--- src/rtl/clock_div_gen.sv ---
// Multi-channel programmable clock divider. Each channel produces a divided clock
// and an end-of-period tick. Reconfiguration is double-buffered and applied only at a period wrap or while idle.
module clock_div_gen #(
   parameter int NCH         = 2,
   parameter int WIDTH       = 8,
   parameter int DEFAULT_DIV = 4,
   parameter int CHW         = 1
) (
   input  logic             clk,
   input  logic             rst,
   input  logic [NCH-1:0]   en,
   input  logic             cfg_valid,
   output logic             cfg_ready,
   input  logic [CHW-1:0]   cfg_ch,
   input  logic [WIDTH-1:0] cfg_div,
   input  logic [WIDTH-1:0] cfg_high,
   output logic [NCH-1:0]   clk_out,
   output logic [NCH-1:0]   tick
);

   localparam logic [WIDTH-1:0] ONE      = WIDTH'(1);
   localparam logic [WIDTH-1:0] TWO      = WIDTH'(2);
   localparam logic [WIDTH-1:0] DIV_RST  = WIDTH'(DEFAULT_DIV);
   localparam logic [WIDTH-1:0] HIGH_RST = WIDTH'(DEFAULT_DIV / 2);

   typedef enum logic {
      ST_IDLE = 1'b0,
      ST_RUN  = 1'b1
   } state_t;

   logic [WIDTH-1:0] div_clamp;
   logic [WIDTH-1:0] high_clamp;
   logic [NCH-1:0]   ch_hit;
   logic [NCH-1:0]   pending_vec;

   // Clamp once for all channels so both phases of every period are at least one cycle.
   always_comb begin
      div_clamp  = (cfg_div < TWO) ? TWO : cfg_div;
      high_clamp = cfg_high;
      if (cfg_high < ONE) begin
         high_clamp = ONE;
      end else if (cfg_high > (div_clamp - ONE)) begin
         high_clamp = div_clamp - ONE;
      end
   end

   // An out-of-range channel index matches no channel, so it reads as ready and the write is dropped.
   assign cfg_ready = ~|(ch_hit & pending_vec);

   for (genvar gi = 0; gi < NCH; gi++) begin : g_ch
      state_t           state_q, state_d;
      logic [WIDTH-1:0] div_act_q, div_act_d;
      logic [WIDTH-1:0] high_act_q, high_act_d;
      logic [WIDTH-1:0] div_sh_q, div_sh_d;
      logic [WIDTH-1:0] high_sh_q, high_sh_d;
      logic [WIDTH-1:0] cnt_q, cnt_d;
      logic             pending_q, pending_d;
      logic             clk_out_q, clk_out_d;
      logic             tick_q, tick_d;
      logic             wr;
      logic             wrap;
      logic             commit;
      logic [WIDTH-1:0] div_eff;
      logic [WIDTH-1:0] high_eff;
      logic [WIDTH-1:0] cnt_n;

      assign ch_hit[gi]      = (cfg_ch == CHW'(gi));
      assign pending_vec[gi] = pending_q;
      assign clk_out[gi]     = clk_out_q;
      assign tick[gi]        = tick_q;

      always_comb begin
         state_d    = state_q;
         div_act_d  = div_act_q;
         high_act_d = high_act_q;
         div_sh_d   = div_sh_q;
         high_sh_d  = high_sh_q;
         cnt_d      = cnt_q;
         pending_d  = pending_q;
         clk_out_d  = clk_out_q;
         tick_d     = tick_q;

         wr     = cfg_valid & ch_hit[gi] & ~pending_q;
         wrap   = (state_q == ST_RUN) && (cnt_q == (div_act_q - ONE));
         commit = pending_q & ((state_q == ST_IDLE) | wrap);

         // The committed values already govern the period that starts on this edge.
         div_eff  = commit ? div_sh_q : div_act_q;
         high_eff = commit ? high_sh_q : high_act_q;
         cnt_n    = wrap ? '0 : (cnt_q + ONE);

         if (commit) begin
            div_act_d  = div_sh_q;
            high_act_d = high_sh_q;
            pending_d  = 1'b0;
         end
         if (wr) begin
            div_sh_d  = div_clamp;
            high_sh_d = high_clamp;
            pending_d = 1'b1;
         end

         case (state_q)
            ST_IDLE: begin
               cnt_d     = '0;
               clk_out_d = 1'b0;
               tick_d    = 1'b0;
               if (en[gi]) begin
                  state_d   = ST_RUN;
                  clk_out_d = 1'b1;
                  tick_d    = (div_act_q == ONE);
               end
            end
            ST_RUN: begin
               if (!en[gi]) begin
                  state_d   = ST_IDLE;
                  cnt_d     = '0;
                  clk_out_d = 1'b0;
                  tick_d    = 1'b0;
               end else begin
                  cnt_d     = cnt_n;
                  clk_out_d = (cnt_n < high_eff);
                  tick_d    = (cnt_n == (div_eff - ONE));
               end
            end
            default: begin
               state_d = ST_IDLE;
            end
         endcase
      end

      always_ff @(posedge clk or posedge rst) begin
         if (rst) begin
            state_q    <= ST_IDLE;
            div_act_q  <= DIV_RST;
            high_act_q <= HIGH_RST;
            div_sh_q   <= DIV_RST;
            high_sh_q  <= HIGH_RST;
            cnt_q      <= '0;
            pending_q  <= 1'b0;
            clk_out_q  <= 1'b0;
            tick_q     <= 1'b0;
         end else begin
            state_q    <= state_d;
            div_act_q  <= div_act_d;
            high_act_q <= high_act_d;
            div_sh_q   <= div_sh_d;
            high_sh_q  <= high_sh_d;
            cnt_q      <= cnt_d;
            pending_q  <= pending_d;
            clk_out_q  <= clk_out_d;
            tick_q     <= tick_d;
         end
      end
   end

endmodule
--- config.mk ---
export PLATFORM = sky130hd
export DESIGN_NAME = clock_div_gen
export DESIGN_NICKNAME = d
export VERILOG_FILES = /design/src/rtl/clock_div_gen.sv
export SDC_FILE = /design/constraint.sdc
export NUM_CORES = 1
export LEC_CHECK = 0
export ABC_AREA = 1
export CAP_MARGIN = 20
export CORE_MARGIN = 3
export CORE_UTILIZATION = 40
export CTS_CLUSTER_DIAMETER = 60
export CTS_CLUSTER_SIZE = 20
export DETAILED_ROUTE_END_ITERATION = 6
export PLACE_DENSITY = 0.67
export SETUP_SLACK_MARGIN = 0.1
export SLEW_MARGIN = 0
export SYNTH_ARGS = -nofsm -noshare
export SYNTH_HDL_FRONTEND = slang
export SYNTH_SLANG_ARGS = --single-unit
--- constraint.sdc ---
create_clock -name clk -period 2.8 [get_ports clk]
set_input_delay 0.42 -clock clk [delete_from_list [all_inputs] [get_ports clk]]
set_output_delay 0.42 -clock clk [all_outputs]
set_load 0.02 [all_outputs]
# Word-level counts from Yosys, hierarchy flattened
# Cells that the tools add are included.
[word_totals]
reg_bits = 88
output_inout_bits = 5
elab_cells = 85
input_bits = 22
[classes]
bitwise_logic = 14
order_cmp = 5
eq_ne = 6
n_mux = 29
n_addsub = 7
reduce_logical = 6
[op_table]
columns = ["op", "n"]
rows = [
  ["8-bit two-way mux", 11],
  ["8-bit by 1-bit subtractor with 8-bit output, second input constant", 5],
  ["8-bit == test", 4],
  ["8-bit case mux with 2 select lines", 2],
  ["8-bit by 1-bit adder with 8-bit output, second input constant", 2],
  ["8-bit by 1-bit == test with 1-bit output, second input constant", 2],
  ["8-bit less-than comparator", 2],
  ["1-bit two-way mux", 12],
  ["8-bit > comparator", 1],
  ["8-bit by 1-bit less-than comparator with 1-bit output, second input constant", 1],
  ["8-bit by 2-bit less-than comparator with 1-bit output, second input constant", 1],
  ["1-bit case mux with 2 select lines", 4],
  ["1-bit bitwise AND", 6],
  ["1-bit NOT", 5],
  ["2-bit nonzero test", 2],
  ["2-bit bitwise AND", 1],
  ["1-bit logical AND", 2],
  ["1-bit bitwise OR", 2],
  ["2-bit OR reduction", 1],
  ["1-bit zero test", 1],
]

# Longest topological paths before layout
[logic_depth]
word_depth = 10
ltp_mapped = 25
ltp_nobuf = 24

# Worst setup path after synthesis
# No wires, ideal clock.
[synth_path]
kind = "input-to-reg"
from = "input cfg_div[6]"
to = "register g_ch[1].high_sh_q[0]"
setup_ns = 0.065
setup_slack_ns = -0.003
arrival_time_ns = 2.738
n_path_buf = 1
cell_stages = 19
path_cell_list = "nor3_1 nand4_1 nand2_1 ha_1 nand2_1 nor3_1 xnor2_1 ha_1 nand2_1 nor2_1 nand2_1 o211ai_1 o21ai_0 inv_1 clkbuf_1 nand2_1 o211ai_1 nand2_1 nand2_1"
[synth_between]
elab_chain_cells = 6
[synth_rtl]
columns = ["item", "line", "text"]
rows = [
  ["start, declared", "15", "input logic [WIDTH-1:0] cfg_div,"],
  ["8-bit by 2-bit less-than comparator with 1-bit output", "38", "div_clamp = (cfg_div < TWO) ? TWO : cfg_div;"],
  ["8-bit two-way mux *", "38", ""],
  ["8-bit by 1-bit subtractor with 8-bit output *", "42, 43", ""],
  ["8-bit > comparator", "42", "end else if (cfg_high > (div_clamp - ONE)) begin"],
  ["8-bit two-way mux *", "42", ""],
  ["8-bit two-way mux *", "40", "if (cfg_high < ONE) begin"],
  ["end signal, assigned", "148", "high_sh_q <= high_sh_d;"],
  ["end, declared", "55", "logic [WIDTH-1:0] high_sh_q, high_sh_d;"],
]
# Mark *: on every way between the ends. The rest lies on a longest branch, timed or not.
# A chain may end at the register's enable or synchronous reset.

# Worst setup path after layout
[layout_path]
from = "register g_ch[0].div_act_q[0]"
to = "register g_ch[0].tick_q"
[layout_between]
elab_chain_cells = 10
word_cells_on_any_way = 13
[layout_rtl]
columns = ["item", "line", "text"]
rows = [
  ["start, declared", "52", "logic [WIDTH-1:0] div_act_q, div_act_d;"],
  ["start signal, assigned", "145", "div_act_q <= div_act_d;"],
  ["8-bit by 1-bit subtractor with 8-bit output", "84", "wrap = (state_q == ST_RUN) && (cnt_q == (div_act_q - ONE));"],
  ["8-bit == test", "84", ""],
  ["1-bit logical AND", "84", ""],
  ["1-bit bitwise OR", "85", "commit = pending_q & ((state_q == ST_IDLE) | wrap);"],
  ["1-bit bitwise AND", "85", ""],
  ["8-bit two-way mux", "n/a", ""],
  ["8-bit by 1-bit subtractor with 8-bit output", "123", "tick_d = (cnt_n == (div_eff - ONE));"],
  ["8-bit == test", "123", ""],
  ["1-bit two-way mux", "115", "if (!en[gi]) begin"],
  ["1-bit case mux with 2 select lines *", "103", "case (state_q)"],
  ["named net g_ch[0].tick_d", "59", "logic tick_q, tick_d;"],
  ["end signal, assigned", "152", "tick_q <= tick_d;"],
  ["end, declared", "59", ""],
]
# The timed path passes the listed nets; every way through them passes the cells marked *.

==> reports/summary.txt <==
Async S/R FF share, synth: 100.0%
Diode count: 0
Proportion of layout cells with a drive suffix above 1: 30.60%
Clk network pwr share: 23.8%
Worst Setup Path Type: flop to flop
Finish-stage setup viols: 1
Critical path arrival: 3.14 ns
Final instance area: 7821 um2
Seq cells post-synth: 88
Post-route minimum period: 2.871 ns
CP Cell Sequence: inv_2 > ha_4 > xnor2_1 > nor2_1 > o21ai_1 > nor2_1 > nand3_2 > nand2_4 > buf_6 > nand3b_1 > nand2_2 > ha_4 > xnor2_2 > nand3_1 > nor2_1 > nand3_1 > nor2_1 > nand3_1 > a21oi_2
Dominant cells by area after synthesis: dfrtp_1, nand2_1, inv_1
Switching portion of total power: 37.65%
# rows: 43
Status: finished with violations
Pin count of the biggest net entering global routing: 41
Vias per std cell: 4.928
Max clock buf depth: 2
CP Max Fanout: 3
Relative slew slack: 58.00%
IO Port Bufs: 26
Tcrit/Tclk final: 102.5%
Final HPWL DP: 11,420 um
Cell Pwr Density: 763.3 nW/um2
CP peak stage delay: 0.40 ns
Leakage: 4.089 nW
Worst Clk Skew: 0.01235 ns
Most common cell in the netlist: nand2_1
Gate power share: 45.5%
Synthesized netlist cell count: 790
Internal cell power: 0.003722 W
CP max-delay cell: dfrtp_1
Post-Synthesis Cell Area: 5769 um2
Clock root cell: clkbuf_16
Max capacitance violation total: 0
F_max: 348.3 MHz
R2R Path End: g_ch[0].tick_q
Routability Congestion: 0.8678
Routed wire length: 15,900 um
Unrepaired setup endpoints after global routing: true
Synth Warn #: 0
Slew Viols, Final: 0
Most used cell, CP: nor2_1
Die span in x: 126.1 um
EDFF count, synth: 0
Total CTS buffers: 9
Register area share after synthesis: 38.34%
Setup slack, reg-to-reg: -0.07 ns
First-pass GRT wire length: 26,770 um
Post-DRT Antenna Nets: 0
Clk_lat worst skew: 0.35 ns
Grt total ovfl: 0
Slew @ Worst Pin: 0.6293 ns
Top_reg_cell synth: dfrtp_1
Placed Area: 6813 um2
Hold_ws: 0.3628 ns
Worst ir drop on vdd: 319.5 uV
Failing checks: negative setup slack
Sw Pwr: 0.002247 W
Hold crit path type: input port to asynchronous set/reset pin
Top post-synthesis cells by count: nand2_1, inv_1, dfrtp_1
R2r startpoint: g_ch[0].div_act_q[0]
CTS Hold Bufs: 0
Drt wl/cell: 14.22 um
Post-synth top area share: 34.70%
Post-synth top area cell: dfrtp_1
H-tree levels: 3
GRT Total Usage: 20.80%
Core area: 13,990 um2
Final Hold Fails: 0
R2r worst-path depth: 19
Crit path required time: 3.07 ns
CTS tree: yes
Setup crit end kind: flop
Area Overhead vs Synth: 35.57%
Fin cells: 1,118
Placed Cells incl. Taps: 1,063
Setup crit start kind: flop
Syn Area/Cell: 7.303 um2
Drc violations: 0
Die area: 15,900 um2
Pre-Repair DR Iteration Count: 5
Clk sink count: 88
DR iter-0 viols: 348
PnR worst setup slack: -0.07074 ns
Mapped Nets: 843
Reg power frac: 30.7%
Initial antenna violation count: 0
Vias in the first global route: 5,541
Distinct cells, synth: 36
Clock transition at path regs: 0.07 ns
Ports: 27
Starting Density: 41.24%
Vias post-DR: 5,510
Die Y: 126.1 um
Final net count: 986
[what timing repair did]
action / 4_1_cts / 5_1_grt
gates cloned: 2 / 0
setup buffers: 31 / 6
endpoints found under the hold margin: 0 / 0
endpoints found under the setup margin: 20 / 22
gates resized for setup: 91 / 48
pin swaps: 57 / 34
[cell type report]
type	count	area, um2
clock buffers	10	229.0
clock inverters	6	116.4
fillers	1270	6167
inverters	113	432.9
multi-input cells	571	3378
flip-flops and latches	88	2212
well taps	180	225.2
repair buffers	149	1222
repair inverters	1	5.005
[flip-flops by register name (all words and copies together), names as in the netlist]
signal / flops
g_ch.clk_out_q: 2
g_ch.cnt_q: 16
g_ch.div_act_q: 16
g_ch.div_sh_q: 16
g_ch.high_act_q: 16
g_ch.high_sh_q: 16
g_ch.pending_q: 2
g_ch.state_q: 2
g_ch.tick_q: 2
[kinds of logic (layout without fill, tap and decap cells)]
family	after synthesis	after routing	share of synthesized area [%]
flops	88	88	38.34
compound gates	91	91	8.610
xor+xnor	28	28	4.251
fa+ha+maj	31	31	6.723
buf+inv	131	279	9.282
simple gates	421	421	32.79
[through the flow]
stage                     TNS (ns)  util (%)  setup WS, ns  power, W
after global placement      -5.645     48.70       -0.3365  0.004028
after CTS                 -0.07925     54.82      -0.05200  0.005874
final                     -0.07074     55.91      -0.07074  0.005970
after detailed placement    -7.101     48.70       -0.4591  0.004073
after global routing       -0.8275     55.91       -0.3636  0.006417
after floorplan                  0         -       0.09637  0.003314
[how the worst max path moves through the flow]
| stage | from | end | cells after the start | slack (ns) |
|---|---|---|---|---|
| finish | g_ch[0].div_act_q[0] | g_ch[0].tick_q | 19 | -0.07 |
| global placement | cfg_div[6] | g_ch[1].high_sh_q[2] | 17 | -0.34 |
| detailed placement | cfg_div[6] | g_ch[0].high_sh_q[2] | 17 | -0.46 |
| floorplan | cfg_div[6] | g_ch[1].high_sh_q[0] | 19 | 0.1 |
| global route | g_ch[0].div_act_q[1] | g_ch[0].tick_q | 20 | -0.36 |
| CTS | g_ch[0].div_act_q[1] | g_ch[0].tick_q | 19 | -0.05 |
[cell usage in the layout (no fill, tap or decap), types with 17 or more instances in the layout]
cell type        instances
nand2_1                203
buf_4                  113
inv_1                   96
dfrtp_1                 80
nand3_1                 61
nor2_1                  53
nand2_2                 33
o21ai_0                 30
ha_1                    24
clkdlybuf4s50_1         18
o21ai_1                 17
[power by group through the flow]
stage               clock network (W)  logic (W)  registers [W]
floorplan                           0    0.00154        0.00177
detailed placement                  0    0.00224        0.00183
global placement                    0    0.00221        0.00182
global route                  0.00149    0.00306        0.00187
finish                        0.00142    0.00272        0.00183
CTS                           0.00144    0.00261        0.00182
[layer usage]
| metal | wire length (um) | vias up | global-route usage (%) | share of wire, % |
|---|---|---|---|---|
| met5 | 0 | - | 0 | 0 |
| met4 | 357 | 0 | 8.202 | 2.2 |
| met3 | 663 | 26 | 2.969 | 4.2 |
| met2 | 7567 | 125 | 34.77 | 48 |
| met1 | 7312 | 2558 | 27.25 | 46 |
| li1 | - | 2801 | - | - |
[critical path: cells and delay by family, from the launching register on]
kind,cells,cell delay (ns)
AOI/OAI and AO/OA,2,0.24
xor gates and xnor gates,2,0.24
adders and majority gates,2,0.40
buffers and inverters,2,0.20
DFF,1,0.40
and+or+nand+nor,11,1.31
No activity file was read; power rests on OpenSTA's default activity.
==> RTL edit 1, RTL diff (same settings) <==
The parameter `NCH` goes from 2 to 1.
--- a/src/rtl/clock_div_gen.sv
+++ b/src/rtl/clock_div_gen.sv
@@ -2,5 +2,5 @@
 // and an end-of-period tick. Reconfiguration is double-buffered and applied only at a period wrap or while idle.
 module clock_div_gen #(
-   parameter int NCH         = 2,
+   parameter int NCH         = 1,
    parameter int WIDTH       = 8,
    parameter int DEFAULT_DIV = 4,
Ports: changed (resized clk_out, en and tick); port bits go from 27 to 24. The function was not compared with the original's and may differ.
==> RTL edit 1 against the unedited design <==
Hold slack improved by 0.078 ns. Routed wire length decreased by 45%. Total power down 48%. Sequential cell count decreased by 44. Utilization increased by 5.2 points. Setup slack improved by 0.098 ns. Area after synthesis fell by 45%. Cell area decreased by 42%. Critical endpoint is now g_ch[0].high_sh_q[3]$_DFFE_PP0P_. Combinational power decreased by 39%.
==> RTL edit 1: results (changes against the unedited design) <==
# fillers 661 (was 1270); WL/cell 13.3 µm (was 14.2 µm); Area after DPL 3830 µm² (was 6810 µm²); vias in the first global route 3203 (was 5541); Flop+latch power 958 µW (was 1830 µW); Synth Instances 454 (was 790); R2R Path End clk_out$_DFF_PP0_ (was g_ch[0].tick_q$_DFF_PP0_); Synth area leaders dfrtp_1 32%, nand2_1 18%, inv_1 8.9% (was dfrtp_1 35%, nand2_1 14%, inv_1 6.9%); Crit-path slowest cell o21ai_0 (was dfrtp_1); Total GRT Usage 0.203 (was 0.208); Worst Path Max Fanout 7 (was 3); R2R depth 22 (was 19); DRT Pass-1 Iters 4 (was 5); clock latency on the worst-skew pair 0.30 ns (was 0.35 ns); GP Congestion 0.942 (was 0.868); fraction of layout instances using a drive strength above 1 0.357 (was 0.306); status finished, final reports clean (was finished with violations); Worst Setup EP g_ch[0].high_sh_q[3]$_DFFE_PP0P_ (was g_ch[0].tick_q$_DFF_PP0_); Post-CTS Resized 89 (was 91); fmax 0.361 GHz (was 0.348 GHz); CP Launch Point cfg_div[4] (was g_ch[0].div_act_q[0]$_DFF_PP0_); met2 WL 4.38 mm (was 7.57 mm); met3 usage 0.0343 (was 0.0297); DRT Wirelength 8.70 mm (was 15.9 mm); post-CTS setup buffer count 28 (was 31); Peak VDD IR 255 µV (was 320 µV); distinct cell type count of the synthesized netlist 35 (was 36); Synthesized Nets 495 (was 843); met3 wire length 255 µm (was 663 µm); H-tree depth 2 (was 3); CTS Buf Count 5 (was 9); largest net degree at the start of global routing 45 (was 41); setup tns final 0 ns (was -0.0707 ns); minimum hold slack 0.441 ns (was 0.363 ns); port bufs 23 (was 26); R2R setup slack 0.04 ns (was -0.07 ns); LEAKAGE 0.00236 µW (was 0.00409 µW); via-per-instance ratio 4.95 (was 4.93); Inst Count DP 617 (was 1063); Worst Skew 0.00293 ns (was 0.0123 ns); Arr. time, crit path 2.96 ns (was 3.14 ns); Place WS -0.548 ns (was -0.459 ns); CTS root buf clkbuf_8 (was clkbuf_16); utilization after layout 0.612 (was 0.559); first-pass GRT wire length 14.4 mm (was 26.8 mm); Slew headroom 0.629 (was 0.580); layout net count 595 (was 986); Crit path largest cell delay 0.33 ns (was 0.40 ns); initial DRC count 133 (was 348); met2 GRT Util 0.359 (was 0.348); Pint 1850 µW (was 3720 µW)
[RTL edit 1: cell types whose count changed in the layout (fill, tap and decap cells not counted), sizes merged, moves of 12 or more]
cell    delta
nand2     -87
buf       -43
nor2      -42
dfrtp     -40
inv       -37
nand3     -33
o21ai     -33
clkbuf    -12
[RTL edit 1: cells by family (layout without fill, tap and decap cells)]
family | Yosys count | count (layout) | synth area share
flops | 44 | 44 | 0.351
xor+xnor | 13 | 13 | 0.0361
fa+ha+maj | 20 | 20 | 0.0794
compound gates | 44 | 44 | 0.0746
buf+inv | 85 | 186 | 0.108
simple gates | 248 | 248 | 0.351
[RTL edit 1: layout make-up]
class	instances	share of cell area
Multi-Input combinational cell	325	0.457
Sequential cell	44	0.243
Timing Repair Buffer	99	0.179
Inverter	78	0.0670
Tap cell	99	0.0272
Clock buffer	5	0.0151
Clock inverter	3	0.0102
Timing Repair inverter	1	0.00165
==> RTL edit 2, RTL diff (same settings) <==
Without the edit above. Make the reset (`rst`) synchronous in one clocked block.
--- a/src/rtl/clock_div_gen.sv
+++ b/src/rtl/clock_div_gen.sv
@@ -130,5 +130,5 @@
       end
 
-      always_ff @(posedge clk or posedge rst) begin
+      always_ff @(posedge clk) begin
          if (rst) begin
             state_q    <= ST_IDLE;
Formal check against the unedited RTL: differs if rst is asserted again (counterexample within 4 cycles, from zero or initial values and one cycle with rst high); with rst held inactive, the same outputs for 4 cycles.
==> RTL edit 2 against the unedited design <==
Cell area fell by 2.0%. Via count up 2.7%. Sequential cell count did not move. Hold slack improved by 0.069 ns. Area after synthesis fell by 6.4%. Setup slack improved by 0.058 ns. Global-route usage is 0.14 points higher. Routed wire length grew 0.99%. The flow still finishes with violations (negative setup slack). Critical path type unchanged. Non-clock buffer count is 3 lower. Fmax is 2.0% higher.
Power is not compared: it rests on default switching activity, and its combinational part moved more than twofold at a synthesized area within 25%.
==> RTL edit 2: results (changes against the unedited design) <==
LEAKAGE approximately 0.0036 µW; setup slack after layout -0.0131 ns (was -0.0707 ns); M1 wire length 7.41 mm (was 7.31 mm); hpwl dp 10.7 mm (was 11.4 mm); Worst Path Max Fanout 5 (was 3); Hold/Removal Path Class in2reg (was in2async); Post-CTS Resized 81 (was 91); H-tree depth 3 (unchanged); first-pass GRT wire length 24.8 mm (was 26.8 mm); # fillers 1141 (was 1270); CTS root buf clkbuf_16 (unchanged); distinct cell type count of the synthesized netlist 31 (was 36); most frequent cells after synthesis 202 x nand2_1, 100 x nor2_1, 98 x inv_1 (was 220 x nand2_1, 106 x inv_1, 80 x dfrtp_1); CTS Buf Count 9 (unchanged); met1 Track Usage GR 0.297 (was 0.272); part of the Yosys area used for sequential elements 0.326 (was 0.383); switching part of the total 0.303; total number of vias 5658 (was 5510); setup violators final 1 (unchanged); met3 wire length 879 µm (was 663 µm); Synthesized Nets 866 (was 843); clock buffer depth 2 (unchanged); R2R setup slack -0.01 ns (was -0.07 ns); Synth Area in Compound Gates 0.105 (was 0.0861); setup tns final -0.0131 ns (was -0.0707 ns); Peak VDD IR 301 µV; Worst EP required 3.08 ns (was 3.07 ns); Slew @ Worst Pin 0.505 ns (was 0.629 ns); met2 WL 7.32 mm (was 7.57 mm); mux cell area share after synthesis 0.0259 (was 0); post-CTS setup buffer count 19 (was 31); Antenna diodes 0 (unchanged); Flop+latch power 1350 µW; minimum hold slack 0.432 ns (was 0.363 ns); R2R depth 21 (was 19); met2 GRT Util 0.325 (was 0.348); vias in the first global route 5192 (was 5541); fraction of layout instances using a drive strength above 1 0.305 (was 0.306); Synth area leaders dfxtp_1 33%, nand2_1 14%, ha_1 7.2% (was dfrtp_1 35%, nand2_1 14%, inv_1 6.9%); status finished with violations (unchanged); R2R Path End g_ch[0].tick_q$_SDFF_PP0_ (was g_ch[0].tick_q$_DFF_PP0_); Synth async-reset ratio 0 (was 1.00); Worst Skew 0.00521 ns (was 0.0123 ns); GP Congestion 0.899 (was 0.868); Synth Instances 813 (was 790); initial DRC count 347 (was 348); layout net count 1000 (was 986); via-per-instance ratio 5.03 (was 4.93); adder-cell area share of the yosys netlist 0.0718 (was 0.0672); largest net degree at the start of global routing 37 (was 41); DRT Wirelength 16.1 mm (was 15.9 mm); Total GRT Usage 0.209 (was 0.208); Inst Count DP 1064 (was 1063); Reg-to-Reg Start g_ch[0].div_act_q[1]$_SDFF_PP0_ (was g_ch[0].div_act_q[0]$_DFF_PP0_); failing checks negative setup slack (unchanged); met3 usage 0.0265 (was 0.0297); XOR/XNOR Fraction of Synth Area 0.0422 (was 0.0425)
## RTL edit 2: cell types whose count changed in the layout (fill, tap and decap cells not counted), moves of 7 or more
cell	unedited run	this run
a21oi_1	13	36
a21oi_2	4	11
dfrtp_1	80	0
dfstp_2	8	0
dfxtp_1	0	84
inv_1	96	88
mux2i_4	0	7
nand2_1	203	175
nor2_1	53	85
nor2_4	5	12
o21ai_1	17	9
o21ai_2	12	5
or2_2	14	3
## RTL edit 2: final cells by class
cell class,count,area (µm²),share of cell area
clock buffer,10,239,0.0312
clock inverter,6,45.0,0.00587
inverter,106,398,0.0519
multi-input combinational,596,3760,0.490
sequential,88,1770,0.230
tap,172,215,0.0281
timing repair buffer,146,1240,0.162
## RTL edit 2: worst max-delay path, cell delays in order (launching register included)
cell and delay (ns):
dfxtp_2 0.32, buf_4 0.12, nor2_2 0.14, nand2_1 0.12, nor2_1 0.16, nand2_1 0.07
nand3_1 0.08, nand2_1 0.06, nor2_2 0.12, nand2_2 0.11, nand2_4 0.12, nand2_8 0.09
nand2_2 0.09, nand2_2 0.08, ha_4 0.29, xnor2_2 0.10, nand3_1 0.08, nor2_1 0.10
nand3_1 0.11, nor2_2 0.12, nand3_1 0.11, a21oi_2 0.15
## RTL edit 2: how the worst max path moves through the flow
| stage | cells past startpoint | to | startpoint |
|---|---|---|---|
| floorplan | 22 | g_ch[0].clk_out_q$_SDFF_PP0_ | g_ch[0].div_act_q[0]$_SDFF_PP0_ |
| finish | 21 | g_ch[0].tick_q$_SDFF_PP0_ | g_ch[0].div_act_q[1]$_SDFF_PP0_ |
| global placement | 22 | g_ch[1].high_sh_q[5]$_SDFFE_PP0P_ | cfg_div[4] |
| CTS | 23 | g_ch[0].tick_q$_SDFF_PP0_ | g_ch[0].div_act_q[0]$_SDFF_PP0_ |
| detailed placement | 22 | g_ch[0].high_sh_q[6]$_SDFFE_PP0P_ | cfg_div[4] |
| global route | 25 | g_ch[0].tick_q$_SDFF_PP0_ | g_ch[0].div_act_q[0]$_SDFF_PP0_ |
## RTL edit 2: cells by family (layout without fill, tap and decap cells)
family | count (synthesis) | in the layout
DFF | 88 | 88
xor gates and xnor gates | 26 | 26
buffers and inverters | 129 | 268
and+or+nand+nor | 421 | 421
adders and majority gates | 31 | 31
muxes | 14 | 14
AOI/OAI and AO/OA | 104 | 104
## RTL edit 2: through the flow
| stage | utilization | area [µm²] | setup slack [ns] |
|---|---|---|---|
| floorplan | - | 5410 | 0.106 |
| global placement | 0.488 | 6310 | -0.488 |
| detailed placement | 0.488 | 6310 | -0.594 |
| CTS | 0.544 | 7030 | -0.0546 |
| global route | 0.593 | 7670 | -0.251 |
| finish | 0.593 | 7670 | -0.0131 |
